===== config.mk =====
export PLATFORM = sky130hd
export DESIGN_NAME = fetch_queue
export DESIGN_NICKNAME = d
export VERILOG_FILES = /design/src/rtl/core_pkg.sv /design/src/rtl/fetch_queue.sv
export SDC_FILE = /design/constraint.sdc
export NUM_CORES = 1
export LEC_CHECK = 0
export CAP_MARGIN = 20
export CORE_AREA = 2 2 208 108
export CTS_BUF_LIST = sky130_fd_sc_hd__clkbuf_2 sky130_fd_sc_hd__clkbuf_4 sky130_fd_sc_hd__clkbuf_8
export CTS_CLUSTER_SIZE = 20
export DETAILED_ROUTE_END_ITERATION = 8
export DIE_AREA = 0 0 210 110
export GPL_TIMING_DRIVEN = 0
export PLACE_DENSITY = 0.73
export REMOVE_ABC_BUFFERS = 1
export SLEW_MARGIN = 20
export SYNTH_ARGS = -nofsm -noshare
export SYNTH_HDL_FRONTEND = slang
export SYNTH_SLANG_ARGS = --single-unit

===== constraint.sdc =====
create_clock -name clk_i -period 3.28 [get_ports clk_i]
set_input_delay 0.82 -clock clk_i [delete_from_list [all_inputs] [get_ports clk_i]]
set_output_delay 0.82 -clock clk_i [all_outputs]
set_load 0.01 [all_outputs]

===== src/rtl/core_pkg.sv =====
// Shared core types: instruction width, fetch-queue entry layout and default depth.
package core_pkg;

    localparam int XLEN     = 32;
    localparam int FQ_DEPTH = 4;

    typedef struct packed {
        logic [XLEN-1:0] pc;
        logic [XLEN-1:0] inst;
    } fq_entry_t;

endpackage


===== src/rtl/fetch_queue.sv =====
// Instruction fetch queue between fetch and decode; flushed on branch redirect.
// Optional same-cycle empty-queue bypass enabled with FETCH_QUEUE_BYPASS_EN.
module fetch_queue
    import core_pkg::*;
#(
    parameter int DEPTH = FQ_DEPTH,
    parameter int XLEN  = core_pkg::XLEN
) (
    input  logic                     clk_i,
    input  logic                     reset_i,
    input  logic                     enq_valid_i,
    input  logic [XLEN-1:0]          enq_pc_i,
    input  logic [XLEN-1:0]          enq_inst_i,
    output logic                     enq_ready_o,
    output logic                     deq_valid_o,
    output logic [XLEN-1:0]          deq_pc_o,
    output logic [XLEN-1:0]          deq_inst_o,
    input  logic                     deq_ready_i,
    input  logic                     flush_i,
    output logic [$clog2(DEPTH):0]   count_o
);

    localparam int AW = $clog2(DEPTH);
    localparam int PW = AW + 1;
    localparam logic [PW-1:0] DEPTH_C = PW'(DEPTH);
    localparam logic [PW-1:0] ONE_C   = PW'(1);

    logic [PW-1:0]   head_q, tail_q, count_q;
    logic [PW-1:0]   head_n, tail_n;
    logic            full_q;
    logic [DEPTH-1:0] vld_q;
    fq_entry_t       mem_q [DEPTH];

    logic [AW-1:0]   head_idx, tail_idx;
    logic            empty, head_vld;
    logic            enq_fire, deq_fire, bypass, store, pop;

    assign head_idx = head_q[AW-1:0];
    assign tail_idx = tail_q[AW-1:0];
    assign empty    = (head_q == tail_q);
    assign head_vld = vld_q[head_idx];

    // Ready comes only from the registered full flag, so a pop never frees a slot the same cycle.
    assign enq_ready_o = !full_q;
    assign enq_fire    = enq_valid_i && !full_q;

`ifdef FETCH_QUEUE_BYPASS_EN
    assign bypass = empty && enq_fire && !flush_i;
`else
    assign bypass = 1'b0;
`endif

    assign deq_valid_o = head_vld || bypass;
    assign deq_fire    = deq_valid_o && deq_ready_i;
    // A bypassed entry consumed this cycle never touches storage.
    assign store       = enq_fire && !(bypass && deq_ready_i);
    assign pop         = deq_fire && !bypass;

    assign head_n  = pop   ? head_q + ONE_C : head_q;
    assign tail_n  = store ? tail_q + ONE_C : tail_q;
    assign count_o = count_q;

    always_comb begin
        deq_pc_o   = '0;
        deq_inst_o = '0;
        if (bypass) begin
            deq_pc_o   = enq_pc_i;
            deq_inst_o = enq_inst_i;
        end else if (head_vld) begin
            deq_pc_o   = mem_q[head_idx].pc;
            deq_inst_o = mem_q[head_idx].inst;
        end
    end

    always_ff @(posedge clk_i or negedge reset_i) begin
        if (!reset_i) begin
            head_q  <= '0;
            tail_q  <= '0;
            count_q <= '0;
            full_q  <= 1'b0;
            vld_q   <= '0;
        end else if (flush_i) begin
            head_q  <= '0;
            tail_q  <= '0;
            count_q <= '0;
            full_q  <= 1'b0;
            vld_q   <= '0;
        end else begin
            head_q  <= head_n;
            tail_q  <= tail_n;
            count_q <= tail_n - head_n;
            full_q  <= (tail_n[AW-1:0] == head_n[AW-1:0]) && (tail_n[AW] != head_n[AW]);
            if (store) vld_q[tail_idx] <= 1'b1;
            if (pop)   vld_q[head_idx] <= 1'b0;
        end
    end

    // Payload storage carries no reset; validity lives in vld_q.
    always_ff @(posedge clk_i) begin
        if (store) begin
            mem_q[tail_idx].pc   <= enq_pc_i;
            mem_q[tail_idx].inst <= enq_inst_i;
        end
    end

    a_count_range: assert property (@(posedge clk_i) disable iff (!reset_i)
        count_q <= DEPTH_C);
    a_no_underflow: assert property (@(posedge clk_i) disable iff (!reset_i)
        !(pop && (count_q == '0)));
    a_vld_consistent: assert property (@(posedge clk_i) disable iff (!reset_i)
        head_vld == (count_q != '0));

endmodule


### Word level (Yosys, flattened, before mapping)

Memories as Yosys holds them, arrays and structs flattened.
Cells that the tools add are included.

| storage, ports and cells | value |
|---|---|
| register bits | 14 |
| RAM bits | 256 |
| output and inout bits | 69 |
| memories kept | 1 |

| operators by class | value |
|---|---|
| muxes and demuxes | 20 |
| reductions and logical operators | 6 |
| add/subtract/negate cells | 3 |
| order comparisons | 4 |
| eq/ne operators | 2 |
| bitwise gates (word level) | 3 |

Memories:

| name | depth | width | read ports | clocked after memory_dff | wr ports | line | text |
|---|---|---|---|---|---|---|---|
| mem_q | 4 | 64 | 1 | 0 | 1 | fetch_queue.sv:32 | `fq_entry_t mem_q [DEPTH];` |

Operator list:

| cell | number |
|---|---|
| 32-bit two-way mux | 2 |
| 4-bit two-way mux | 4 |
| 3-bit two-way mux | 5 |
| 3-bit by 1-bit adder with 3-bit output, second input constant | 2 |
| 2-bit by 3-bit < comparator with 1-bit output, second input constant | 2 |
| 1-bit two-way mux | 6 |
| 1-bit logical AND | 5 |
| 4-bit bitwise AND | 1 |
| 1-bit demux with 2-bit select | 2 |
| 2-bit by 1-bit greater-or-equal comparator with 1-bit output, second input constant | 2 |
| 4-bit NOT | 1 |
| 4-bit bitwise OR | 1 |
| 3-bit subtractor | 1 |
| 1-bit binary-select mux with 2-bit select | 1 |
| 2-bit == test | 1 |
| 1-bit zero test | 1 |
| 1-bit inequality test | 1 |

### Longest topological paths before layout

Gate-level depths: netlist of the first run.

| logic depth | value |
|---|---|
| word-level depth | 10 |
| mapped depth | 11 |
| mapped depth without buffers | 8 |

### Least setup slack after synthesis of the first run

Ideal clock, no wire load.

| timing path | value |
|---|---|
| path type | input to register |
| start | input port enq_valid_i |
| end | register full_q |
| setup slack | -0.413 ns |
| buffers on the path | 1 |
| stages | 5 |
| required time | 3.169 ns |
| data arrival time | 3.581 ns |
| path through | and3b_1 -> clkbuf_1 -> xnor3_1 -> xor2_1 -> a2111oi_2 |

| between the ends | value |
|---|---|
| word-level cells in the longest chain between the ends | 5 |
| elaborated cells between the ends (all ways) | 6 |
| classes of those cells | 2 x eq/ne; 2 x mux; 2 x reduce/logical |

RTL lines:

| element | line | text |
|---|---|---|
| start: declaration | fetch_queue.sv:11 | `input logic enq_valid_i,` |
| 1-bit logical AND * | fetch_queue.sv:45 | `assign enq_fire = enq_valid_i && !full_q;` |
| 3-bit two-way mux * | fetch_queue.sv:60 | `assign tail_n = store ? tail_q + ONE_C : tail_q;` |
| 2-bit == test / 1-bit inequality test (equally long branches) | fetch_queue.sv:92 | `full_q <= (tail_n[AW-1:0] == head_n[AW-1:0]) && (tail_n[AW] != head_n[AW]);` |
| 1-bit logical AND * | fetch_queue.sv:92 |  |
| 1-bit two-way mux * | fetch_queue.sv:82 | `end else if (flush_i) begin` |
| end signal: assignment | fetch_queue.sv:92 |  |
| end: declaration | fetch_queue.sv:30 | `logic full_q;` |

Every way passes the cells marked *; elsewhere a longest branch is shown, timed or not.

### Worst setup path after layout of the first run

| timing path | value |
|---|---|
| start | register head_q[0] |
| end | output port deq_inst_o[19] |

| between the ends | value |
|---|---|
| word-level cells in the longest chain between the ends | 3 |
| elaborated cells between the ends (all ways) | 4 |
| classes of those cells | 3 x mux; 1 x memory |

RTL lines:

| element | line | text |
|---|---|---|
| start: declaration | fetch_queue.sv:28 | `logic [PW-1:0] head_q, tail_q, count_q;` |
| start signal: assignment | fetch_queue.sv:89 | `head_q <= head_n;` |
| 1-bit binary-select mux with 2-bit select | fetch_queue.sv:41 | `assign head_vld = vld_q[head_idx];` |
| 1-bit two-way mux (not written as such) | fetch_queue.sv:41 |  |
| 32-bit two-way mux * | fetch_queue.sv:69 | `end else if (head_vld) begin` |
| end: declaration | fetch_queue.sv:17 | `output logic [XLEN-1:0] deq_inst_o,` |

Every way passes the cells marked *; elsewhere a longest branch is shown, timed or not. The select of a mux whose other input is x is not followed.

==> qor.txt, run 1 <==
======================================================================================
Placement-stage worst setup slack .......................................   -0.7367 ns
Die boundary height .....................................................       110 µm
Vias per cell ...........................................................        5.456
Setup slack of the critical path after layout ...........................   0.05209 ns
Layout Nets .............................................................          761
Final min period ........................................................     3.228 ns
TritonCTS clock tree ....................................................         done
Initial drt markers .....................................................          418
YS warnings .............................................................            0
Clk network pwr share ...................................................        34.3%
Switching part of the total .............................................       23.06%
Result of the run .......................................................    completed
Area growth syn-to-layout ...............................................       29.67%
Achievable Freq .........................................................   0.3098 GHz
Global-route usage over all layers ......................................       20.48%
Dominant cell by count in the synthesized netlist .......................     edfxtp_1
Wire length reported by the detailed router .............................     22940 µm
Kind of launch point of the worst setup path ............................     register
Global-route wire length before repair ..................................     34220 µm
Worst Clk Skew ..........................................................   0.01458 ns
Cells on worst reg2reg path .............................................           12
Filler cell count in the final layout ...................................         1445
Pint ....................................................................   0.005939 W
Clk root buf ............................................................     clkbuf_8
Ordered cell list for the critical path ................................. buf_16, buf_16, mux4_2, buf_6, and2_1, dlygate4sd2_1
Hold Path Class .........................................................   reg -> reg
Count of hold-fix buffers inserted at cts ...............................            0
Leftover overflow at the end of global routing ..........................            0
Number of endpoints failing setup at the final stage ....................            0
Buf+Inv Stages, Crit Path ...............................................            4
MaxCap Viol Count .......................................................            0
Area share of the leading cell type in the synthesized netlist ..........       73.41%
Number of cells in the finished layout apart from fillers ...............          994
Half-perimeter wire length after detailed placement .....................     11850 µm
Worst flop-to-flop path startpoint ......................................    head_q[0]
Maximum vdd ir drop .....................................................  0.0006876 V
Static Leak .............................................................     4.724 nW
Clock slew at the register clock pins of the worst setup and hold paths .      0.07 ns
Cell type with the largest total area after synthesis ...................     edfxtp_1
Fraction of power consumed by sequential logic ..........................        52.0%
Effective utilization at floorplan ......................................       49.28%
Via count of the first global-routing pass ..............................         5759
Source-to-sink clock delay at the later pin of the worst-skew pair ......      0.53 ns
Normalized max-slew margin ..............................................       55.27%
Share of cells above drive strength 1 ...................................       30.86%
Largest net degree at the start of global routing .......................           44
Multi-input combinational cell area ..................................... 0.002479 mm²
RSZ-0062 raised after global routing ....................................         true
Die X-Extent ............................................................       210 µm
Standard cell core area .................................................  0.02125 mm²
Combinational Power Share ...............................................        13.8%
Largest stage delay on the critical path ................................      0.51 ns
Initial antenna violation count .........................................            2
Power dissipated by switching net loads .................................   0.001780 W
TritonRoute pass-1 iters ................................................            4
Number of max-slew violations in the final report .......................            0
Total of flip-flops plus latches after synthesis ........................          270
Placed cell count .......................................................          881
Clock Sinks .............................................................          270
Cell class contributing the biggest share of worst-path delay ........... buffers and inverters
Portion of the post-synthesis area used by sequential elements ..........       76.75%
Post-synth EDFFs ........................................................          256
CTS H-tree lvls .........................................................            2
Tightest Pin Transition .................................................    0.6688 ns
CP arrival ..............................................................      2.41 ns
Element type at the critical path end ...................................  output port
Primary flip-flop cell chosen by synthesis mapping ......................     edfxtp_1
Final RePlAce weighted congestion .......................................       0.7513
Most numerous cell types in the synthesized netlist ..................... 256 x edfxtp_1, 67 x and2_1, 65 x mux4_2
Buffers added on ports ..................................................          137
Die Area ................................................................  0.02310 mm²
Total vias in the final route ...........................................         5423
Final Hold Violating Endpoints ..........................................            0
Post-route clock period utilization .....................................       98.41%
Worst hold path depth ...................................................            2
Maximum fanout along the worst path .....................................           11
Remaining antenna violation count after routing .........................            0
Synthesized netlist cell count ..........................................          481
Startpoint-to-endpoint class of the critical path .......................   reg -> out
Async set or reset register ratio after synthesis .......................       5.185%
Hold EP .................................................................    tail_q[2]
Setup slack of the worst register-to-register path ......................      0.24 ns
Routed len/inst .........................................................     23.08 µm
DRC violations left .....................................................            0
Count of cell types in the netlist ......................................           29
Boundary Pins ...........................................................          138
Average cell area after synthesis .......................................    21.77 µm²
Count of standard-cell rows .............................................           38
Worst Hold Launch .......................................................    tail_q[2]
Required time at the worst-slack endpoint ...............................      2.46 ns
Total area of sequential cells .......................................... 0.008045 mm²
Most numerous cell on the critical path .................................       buf_16
Synth area leaders ...................................................... edfxtp_1 73%, mux4_2 14%, and2_1 4.0%
Clock buffers created by TritonCTS ......................................           39
Worst flop-to-flop path endpoint ........................................   count_o[2]
Cell with the largest stage delay on the worst path .....................      dfrtp_4
Pwr dens ................................................................ 568.5 mW/mm²
Area of the mapped netlist ..............................................  0.01047 mm²
Maximum count of clock buffers along a single path ......................            3
======================================================================================
-- cell families (layout without fill, tap and decap cells) --
logic type,count (synthesis),after routing,synth area share [%]
AO/OA/AOI/OAI,7,7,0.5615
AND/OR/NAND/NOR,87,87,4.863
other,0,1,0
multiplexers,69,75,14.38
adder cells (fa/ha/maj),10,10,1.266
buffers and inverters,31,257,1.314
XOR/XNOR,7,7,0.8602
flip-flops,270,270,76.75
-- power by group through the flow --
stage               sequential [W]  clock [W]  combinational, W
floorplan                  0.00411          0          0.000420
global placement           0.00414          0          0.000833
detailed placement         0.00409          0          0.000911
CTS                        0.00401    0.00273           0.00103
global route               0.00402    0.00287           0.00114
finish                     0.00401    0.00265           0.00106
-- flip-flops by register name, indices dropped and copies added (netlist names) --
| signal | cells |
|---|---|
| mem_q | 256 |
| head_q | 3 |
| tail_q | 3 |
| full_q | 1 |
| count_o | 3 |
| vld_q | 4 |
-- layout make-up --
| cell class | instances | area share (%) |
|---|---|---|
| flip-flops and latches | 270 | 59.25 |
| multi-input cells | 186 | 18.25 |
| repair buffers | 179 | 14.01 |
| clock buffers | 50 | 4.561 |
| well taps | 280 | 2.580 |
| clock inverters | 22 | 1.161 |
| inverters | 6 | 0.1659 |
| diodes | 1 | 0.01843 |
-- how the worst max path moves through the flow --
stage | start | to | slack [ns] | depth (start not counted)
5_1_grt | head_q[0] | deq_inst_o[19] | -0.03 | 6
3_5_place_dp | head_q[0] | deq_inst_o[1] | -0.74 | 5
3_3_place_gp | head_q[0] | deq_inst_o[1] | -3.91 | 3
2_1_floorplan | head_q[0] | count_o[2] | -1.92 | 7
6_report | head_q[0] | deq_inst_o[19] | 0.05 | 6
4_1_cts | head_q[0] | deq_inst_o[13] | -0.17 | 5
-- metrics by stage --
stage	hold slack [ns]	utilization (%)	setup TNS (ns)	area [µm²]	total power [W]
final	0.5766	63.89	0	13580	0.007719
after global routing	0.6253	63.88	-0.1334	13580	0.008036
after CTS	0.5754	63.09	-0.5301	13410	0.007764
after detailed placement	0.5667	57.90	-45.30	12310	0.005001
after global placement	0.5296	56.84	-675.23	12080	0.004975
after floorplan	0.5116	-	-110.70	10360	0.004532
-- routing by layer --
layer  track usage [%]  share of wire [%]  vias up  wire length (µm)
li1                  -                  -     2365                 -
met1             28.96                 45     2831             10380
met2             32.87                 47      197             10670
met3             5.411                7.1       28              1626
met4             4.205                1.0        2               240
met5                 0              0.078        -                18
-- worst min-delay path: stages, from the launching register on --
cell	delay (ns)
dfrtp_1	0.38
xnor2_1	0.12
nor2_1	0.04
-- what timing repair did --
item / 4_1_cts / 5_1_grt
cloned: 8 / 2
setup endpoints to repair: 68 / 49
pin swaps: 2 / 3
setup buffers: 22 / 9
gates resized for setup: 148 / 41
-- placed cells by master (no fill, tap or decap), drive strengths merged, types with 2 or more instances in the layout --
master         count
xnor2              4
a311oi             3
nor2              11
clkinvlp           4
clkdlybuf4s50     72
clkinv            16
clkbuf            54
inv                6
mux4              71
dlygate4sd2       19
dfrtp             14
nand2              3
mux2i              2
edfxtp           256
buf               60
nor2b              2
clkdlybuf4s15     21
bufinv             2
mux2               2
ha                 9
and2              67
dlymetal6s2s       3
Note: power is estimated with default switching activity, not from simulation.
==> run 2: changes to the inputs <==
- GPL_TIMING_DRIVEN: 0 -> default
==> qor.txt, run 2 (synthesis results as in run 1) <==
======================================================================================
Total vias in the final route ...........................................         5184
Worst flop-to-flop path endpoint ........................................   count_o[2]
Design Area, Final ......................................................  0.01314 mm²
Vias per cell ...........................................................        5.378
Maximum count of clock buffers along a single path ......................            3
Buf+Inv Stages, Crit Path ...............................................            3
Achievable Freq .........................................................   0.3148 GHz
Initial drt markers .....................................................          378
Kind of launch point of the worst setup path ............................     register
Cell class contributing the biggest share of worst-path delay ........... buffers and inverters
Remaining antenna violation count after routing .........................            0
Die boundary height .....................................................       110 µm
Hold Path Class .........................................................   reg -> reg
Cell area after placement ...............................................  0.01233 mm²
Element type at the critical path end ...................................  output port
Ordered cell list for the critical path ................................. mux4_2, buf_4, buf_12, and2_1, dlygate4sd2_1
Worst Clk Skew ..........................................................  0.009115 ns
Buffers added on ports ..................................................          137
Clock slew at the register clock pins of the worst setup and hold paths .      0.07 ns
Tightest Pin Transition .................................................    0.6535 ns
Multi-input combinational cell area ..................................... 0.002313 mm²
Area growth syn-to-layout ...............................................       25.44%
Commonest non-fill, non-tap cell in the layout ..........................     edfxtp_1
Standard cell core area .................................................  0.02125 mm²
Half-perimeter wire length after detailed placement .....................     11990 µm
Wire length reported by the detailed router .............................     21090 µm
Largest Register ........................................................        mem_q
Boundary Pins ...........................................................          138
Required time at the worst-slack endpoint ...............................      2.46 ns
Total area of sequential cells .......................................... 0.008045 mm²
Global-route usage over all layers ......................................       18.92%
Maximum fanout along the worst path .....................................           11
Cell with the largest stage delay on the worst path .....................       mux4_2
Share of cells above drive strength 1 ...................................       25.77%
Normalized max-slew margin ..............................................       56.29%
Worst hold slack across all endpoints ...................................    0.5655 ns
Count of hold-fix buffers inserted at cts ...............................            0
Clock Sinks .............................................................          270
Leftover overflow at the end of global routing ..........................            0
Startpoint-to-endpoint class of the critical path .......................   reg -> out
Clk root buf ............................................................     clkbuf_8
Launch point of the worst path ..........................................    head_q[0]
RSZ-0062 raised after global routing ....................................        false
CP endpoint ............................................................. deq_inst_o[1]
Die X-Extent ............................................................       210 µm
Final min period ........................................................     3.177 ns
Via count of the first global-routing pass ..............................         5542
Maximum vdd ir drop .....................................................  0.0003400 V
Post-route clock period utilization .....................................       96.85%
TritonRoute pass-1 iters ................................................            4
Initial antenna violation count .........................................            1
Largest registers ....................................................... mem_q (256), vld_q (4)
CP arrival ..............................................................      2.36 ns
Instance count on the critical path .....................................            5
Layout Nets .............................................................          738
Source-to-sink clock delay at the later pin of the worst-skew pair ......      0.52 ns
MaxCap Viol Count .......................................................            0
Effective utilization at floorplan ......................................       49.28%
Largest stage delay on the critical path ................................      0.59 ns
Die Area ................................................................  0.02310 mm²
TritonCTS clock tree ....................................................         done
Setup slack of the worst register-to-register path ......................      0.52 ns
Count of standard-cell rows .............................................           38
Max reg flops ...........................................................          256
DRC violations left .....................................................            0
CTS H-tree lvls .........................................................            2
Largest net degree at the start of global routing .......................           67
Pwr dens ................................................................ 567.4 mW/mm²
Clock buffers created by TritonCTS ......................................           39
Cells on worst reg2reg path .............................................           10
Final RePlAce weighted congestion .......................................       0.7975
Most used cells in the layout excluding fill and tap cells .............. 256 x edfxtp_1, 72 x clkdlybuf4s50_1, 65 x mux4_2, 62 x and2_1, 46 x dlygate4sd2_1
Static Leak .............................................................     4.589 nW
Result of the run .......................................................    completed
Total design power ......................................................   0.007454 W
Global-route wire length before repair ..................................     32000 µm
Number of endpoints failing setup at the final stage ....................            0
Number of max-slew violations in the final report .......................            0
Routed len/inst .........................................................     21.88 µm
Final Hold Violating Endpoints ..........................................            0
Worst flop-to-flop path startpoint ......................................    head_q[0]
Filler cell count in the final layout ...................................         1516
======================================================================================
[run 2: cell types whose count changed in the layout (fill, tap and decap cells not counted), sizes merged]
cell / before / now
clkinv: 16 / 10
clkbuf: 54 / 72
clkinvlp: 4 / 0
dlymetal6s2s: 3 / 1
clkdlybuf4s15: 21 / 1
bufinv: 2 / 0
dlygate4sd2: 19 / 46
mux4: 71 / 65
buf: 60 / 24
bufbuf: 0 / 1
[run 2: area by class of cell]
| class | instances | area share, % |
|---|---|---|
| inverters | 6 | 0.1714 |
| multi-input cells | 180 | 17.61 |
| well taps | 280 | 2.667 |
| clock inverters | 10 | 0.3143 |
| repair buffers | 162 | 12.83 |
| flip-flops and latches | 270 | 61.24 |
| diodes | 1 | 0.01905 |
| clock buffers | 55 | 5.143 |
[run 2: how the worst min path moves through the flow]
stage | from | end | cells past startpoint
CTS | tail_q[2] | tail_q[2] | 2
floorplan | tail_q[2] | tail_q[2] | 2
global route | tail_q[2] | tail_q[2] | 2
global placement | tail_q[2] | tail_q[2] | 2
finish | tail_q[2] | tail_q[2] | 2
detailed placement | tail_q[2] | tail_q[2] | 2
[run 2: report_power, final]
part           switching [W]  internal (W)
Sequential         0.0000403       0.00396
Combinational       0.000447      0.000506
Clock                0.00118       0.00132
[run 2: through the flow]
stage                     utilization (%)  setup slack (ns)  std cells  TNS (ns)
final                               61.81            0.1034        964         0
after floorplan                         -            -1.916        456   -110.70
after CTS                           62.03          0.001783        962         0
after detailed placement            58.01            0.2116        887         0
after global placement              58.01            0.2608        887         0
after global routing                61.80          0.009067        963         0
[run 2: routing by layer]
metal / vias to the layer above / global-route usage (%) / wire (µm)
met5: - / 0 / 0
met1: 2711 / 26.20 / 9600
met4: 0 / 3.951 / 267
met3: 30 / 6.006 / 1505
met2: 153 / 30.14 / 9719
li1: 2290 / - / -
[run 2: worst reg2reg max path, cell delays in order (launching register included)]
cell     delay, ns
dfrtp_4       0.44
mux4_2        0.59
buf_6         0.15
buf_4         0.12
buf_8         0.15
nand2_1       0.09
xnor2_1       0.09
ha_1          0.20
fa_1          0.37
xor3_1        0.39
nor2_1        0.05
[run 2: what timing repair did]
| action | in CTS | in global routing |
|---|---|---|
| resized for setup | 82 | 29 |
| setup endpoints to repair | 64 | 21 |
| pin swaps | 0 | 0 |
| cloned | 4 | 1 |
| setup buffers | 6 | 0 |
==> run 3: changes to the inputs <==
- PLACE_DENSITY: 0.73 -> 0.7
- SLEW_MARGIN: 20 -> 5
- clock period: 3.28 -> 3 ns (I/O delays scaled with it)
==> qor.txt, run 3 (synthesis results as in run 1) <==
======================================================================================
Placed cell count .......................................................          894
Most used cells in the layout excluding fill and tap cells .............. 256 x edfxtp_1, 72 x clkdlybuf4s50_1, 65 x mux4_2, 41 x clkbuf_8, 40 x and2_1
Required time at the worst-slack endpoint ...............................      2.25 ns
Commonest non-fill, non-tap cell in the layout ..........................     edfxtp_1
Final min period ........................................................     3.024 ns
Buf+Inv Stages, Crit Path ...............................................            4
Half-perimeter wire length after detailed placement .....................     12740 µm
Number of endpoints failing setup at the final stage ....................            4
Launch point of the worst path ..........................................    head_q[0]
Initial antenna violation count .........................................            4
Switching part of the total .............................................       22.92%
Wire length reported by the detailed router .............................     23270 µm
Die boundary height .....................................................       110 µm
Count of hold-fix buffers inserted at cts ...............................            0
Total vias in the final route ...........................................         5406
Vias per cell ...........................................................        5.499
TritonRoute pass-1 iters ................................................            4
Pwr dens ................................................................ 620.7 mW/mm²
Fraction of power consumed by sequential logic ..........................        52.5%
Element type at the critical path end ...................................  output port
Largest Register ........................................................        mem_q
Result of the run ....................................................... complete, but fails checks
Global-route usage over all layers ......................................       20.67%
Share of cells above drive strength 1 ...................................       37.32%
Clock Sinks .............................................................          270
Final Hold Violating Endpoints ..........................................            0
Boundary Pins ...........................................................          138
Startpoint-to-endpoint class of the critical path .......................   reg -> out
Combinational Power Share ...............................................        14.8%
Tightest Pin Transition .................................................    0.6608 ns
TritonCTS clock tree ....................................................         done
Setup slack of the critical path after layout ...........................  -0.02401 ns
Leftover overflow at the end of global routing ..........................            0
Kind of launch point of the worst setup path ............................     register
Total area of sequential cells .......................................... 0.008045 mm²
Number of max-slew violations in the final report .......................            0
CP arrival ..............................................................      2.27 ns
Source-to-sink clock delay at the later pin of the worst-skew pair ......      0.54 ns
Effective utilization at floorplan ......................................       49.28%
Die Area ................................................................  0.02310 mm²
RSZ-0062 raised after global routing ....................................         true
Count of standard-cell rows .............................................           38
Failing checks .......................................................... negative setup slack
Power dissipated by switching net loads .................................   0.001910 W
Largest stage delay on the critical path ................................      0.56 ns
Final RePlAce weighted congestion .......................................       0.7415
Ordered cell list for the critical path ................................. mux4_2, buf_6, buf_12, buf_4, and2_1, clkbuf_2
Number of cells in the finished layout apart from fillers ...............          983
Largest net degree at the start of global routing .......................           43
Cell with the largest stage delay on the worst path .....................       mux4_2
Maximum fanout along the worst path .....................................           10
DRC violations left .....................................................            0
Normalized max-slew margin ..............................................       55.81%
Static Leak .............................................................     4.661 nW
Area growth syn-to-layout ...............................................       28.21%
Largest registers ....................................................... mem_q (256), vld_q (4)
Remaining antenna violation count after routing .........................            0
Max reg flops ...........................................................          256
Clk network pwr share ...................................................        32.7%
Achievable Freq .........................................................   0.3307 GHz
Buffers added on ports ..................................................          137
Total design power ......................................................   0.008334 W
Worst flop-to-flop path startpoint ......................................    head_q[0]
Clock buffers created by TritonCTS ......................................           39
Initial drt markers .....................................................          391
Worst Clk Skew ..........................................................   0.02026 ns
CTS H-tree lvls .........................................................            2
Via count of the first global-routing pass ..............................         5620
Global-route wire length before repair ..................................     34350 µm
Pint ....................................................................   0.006423 W
Worst Hold Launch .......................................................    tail_q[2]
Clk root buf ............................................................     clkbuf_8
Clock slew at the register clock pins of the worst setup and hold paths .      0.07 ns
Routed len/inst .........................................................     23.67 µm
Layout Nets .............................................................          757
Hold Path Class .........................................................   reg -> reg
Standard cell core area .................................................  0.02125 mm²
Maximum vdd ir drop .....................................................  0.0003591 V
Maximum count of clock buffers along a single path ......................            3
Die X-Extent ............................................................       210 µm
MaxCap Viol Count .......................................................            0
Filler cell count in the final layout ...................................         1478
Post-route clock period utilization .....................................       100.8%
Cell class contributing the biggest share of worst-path delay ........... buffers and inverters
Multi-input combinational cell area ..................................... 0.002369 mm²
======================================================================================
[run 3: cell types whose count changed in the layout (fill, tap and decap cells not counted), moves of 7 or more]
cell,previous run,this run
and2_1,62,40
buf_12,9,16
dlygate4sd2_1,46,1
buf_2,1,32
buf_6,1,16
and2_4,5,27
[run 3: area by class of cell]
| type | instances | area share [%] |
|---|---|---|
| flip-flops and latches | 270 | 59.92 |
| multi-input cells | 180 | 17.64 |
| repair buffers | 181 | 14.36 |
| clock buffers | 55 | 4.986 |
| well taps | 280 | 2.609 |
| clock inverters | 10 | 0.2982 |
| inverters | 6 | 0.1677 |
| diodes | 1 | 0.01864 |
[run 3: per-layer routing]
metal  up-vias  part of all wire, %  GRT usage, %
met5         -                 0.11             0
met4         4                  1.0         4.458
met3        33                  9.4         6.884
met2       217                   44         30.16
met1      2821                   46         30.65
li1       2331                    -             -
[run 3: final timing paths]
kind | endpoint | slack (ns) | cells past startpoint
setup / recovery | deq_inst_o[27] | -0.02 | 6
hold / removal | tail_q[2] | 0.57 | 2
setup reg to reg | count_o[2] | 0.12 | 12
hold reg to reg | tail_q[2] | 0.57 | 2
max in group asynchronous | head_q[0] | 1.88 | 1
min in group asynchronous | count_o[2] | 0.63 | 1
[run 3: timing repair]
action                     4_1_cts  5_1_grt
gates cloned                    10        2
pin swaps                        3       11
gates resized for setup        255       43
setup endpoints to repair       65       57
buffers inserted                10        3
[run 3: through the flow]
step                      setup slack, ns  setup TNS (ns)  hold slack (ns)  instance area [µm²]  utilization (%)
after floorplan                    -2.196         -134.57           0.4544                10360                -
after global placement             0.1896               0           0.5343                12390            58.31
after detailed placement           0.1541               0           0.5616                12390            58.31
after CTS                        -0.07508         -0.4511           0.5750                13450            63.28
after global routing              -0.1004          -1.134           0.5952                13420            63.16
final                            -0.02401        -0.06589           0.5678                13430            63.18
[run 3: worst min-delay path, stage by stage, from the launching register on]
cell and delay, ns:
dfrtp_1 0.37, xnor2_1 0.12, nor2_1 0.04
[run 3: power by group through the flow]
stage                     Sequential [W]  Combinational, W  Clock, W
after floorplan                  0.00450          0.000460         0
after global placement           0.00444           0.00103         0
after detailed placement         0.00445           0.00105         0
after CTS                        0.00437           0.00124   0.00279
after global routing             0.00438           0.00132   0.00298
final                            0.00437           0.00123   0.00273
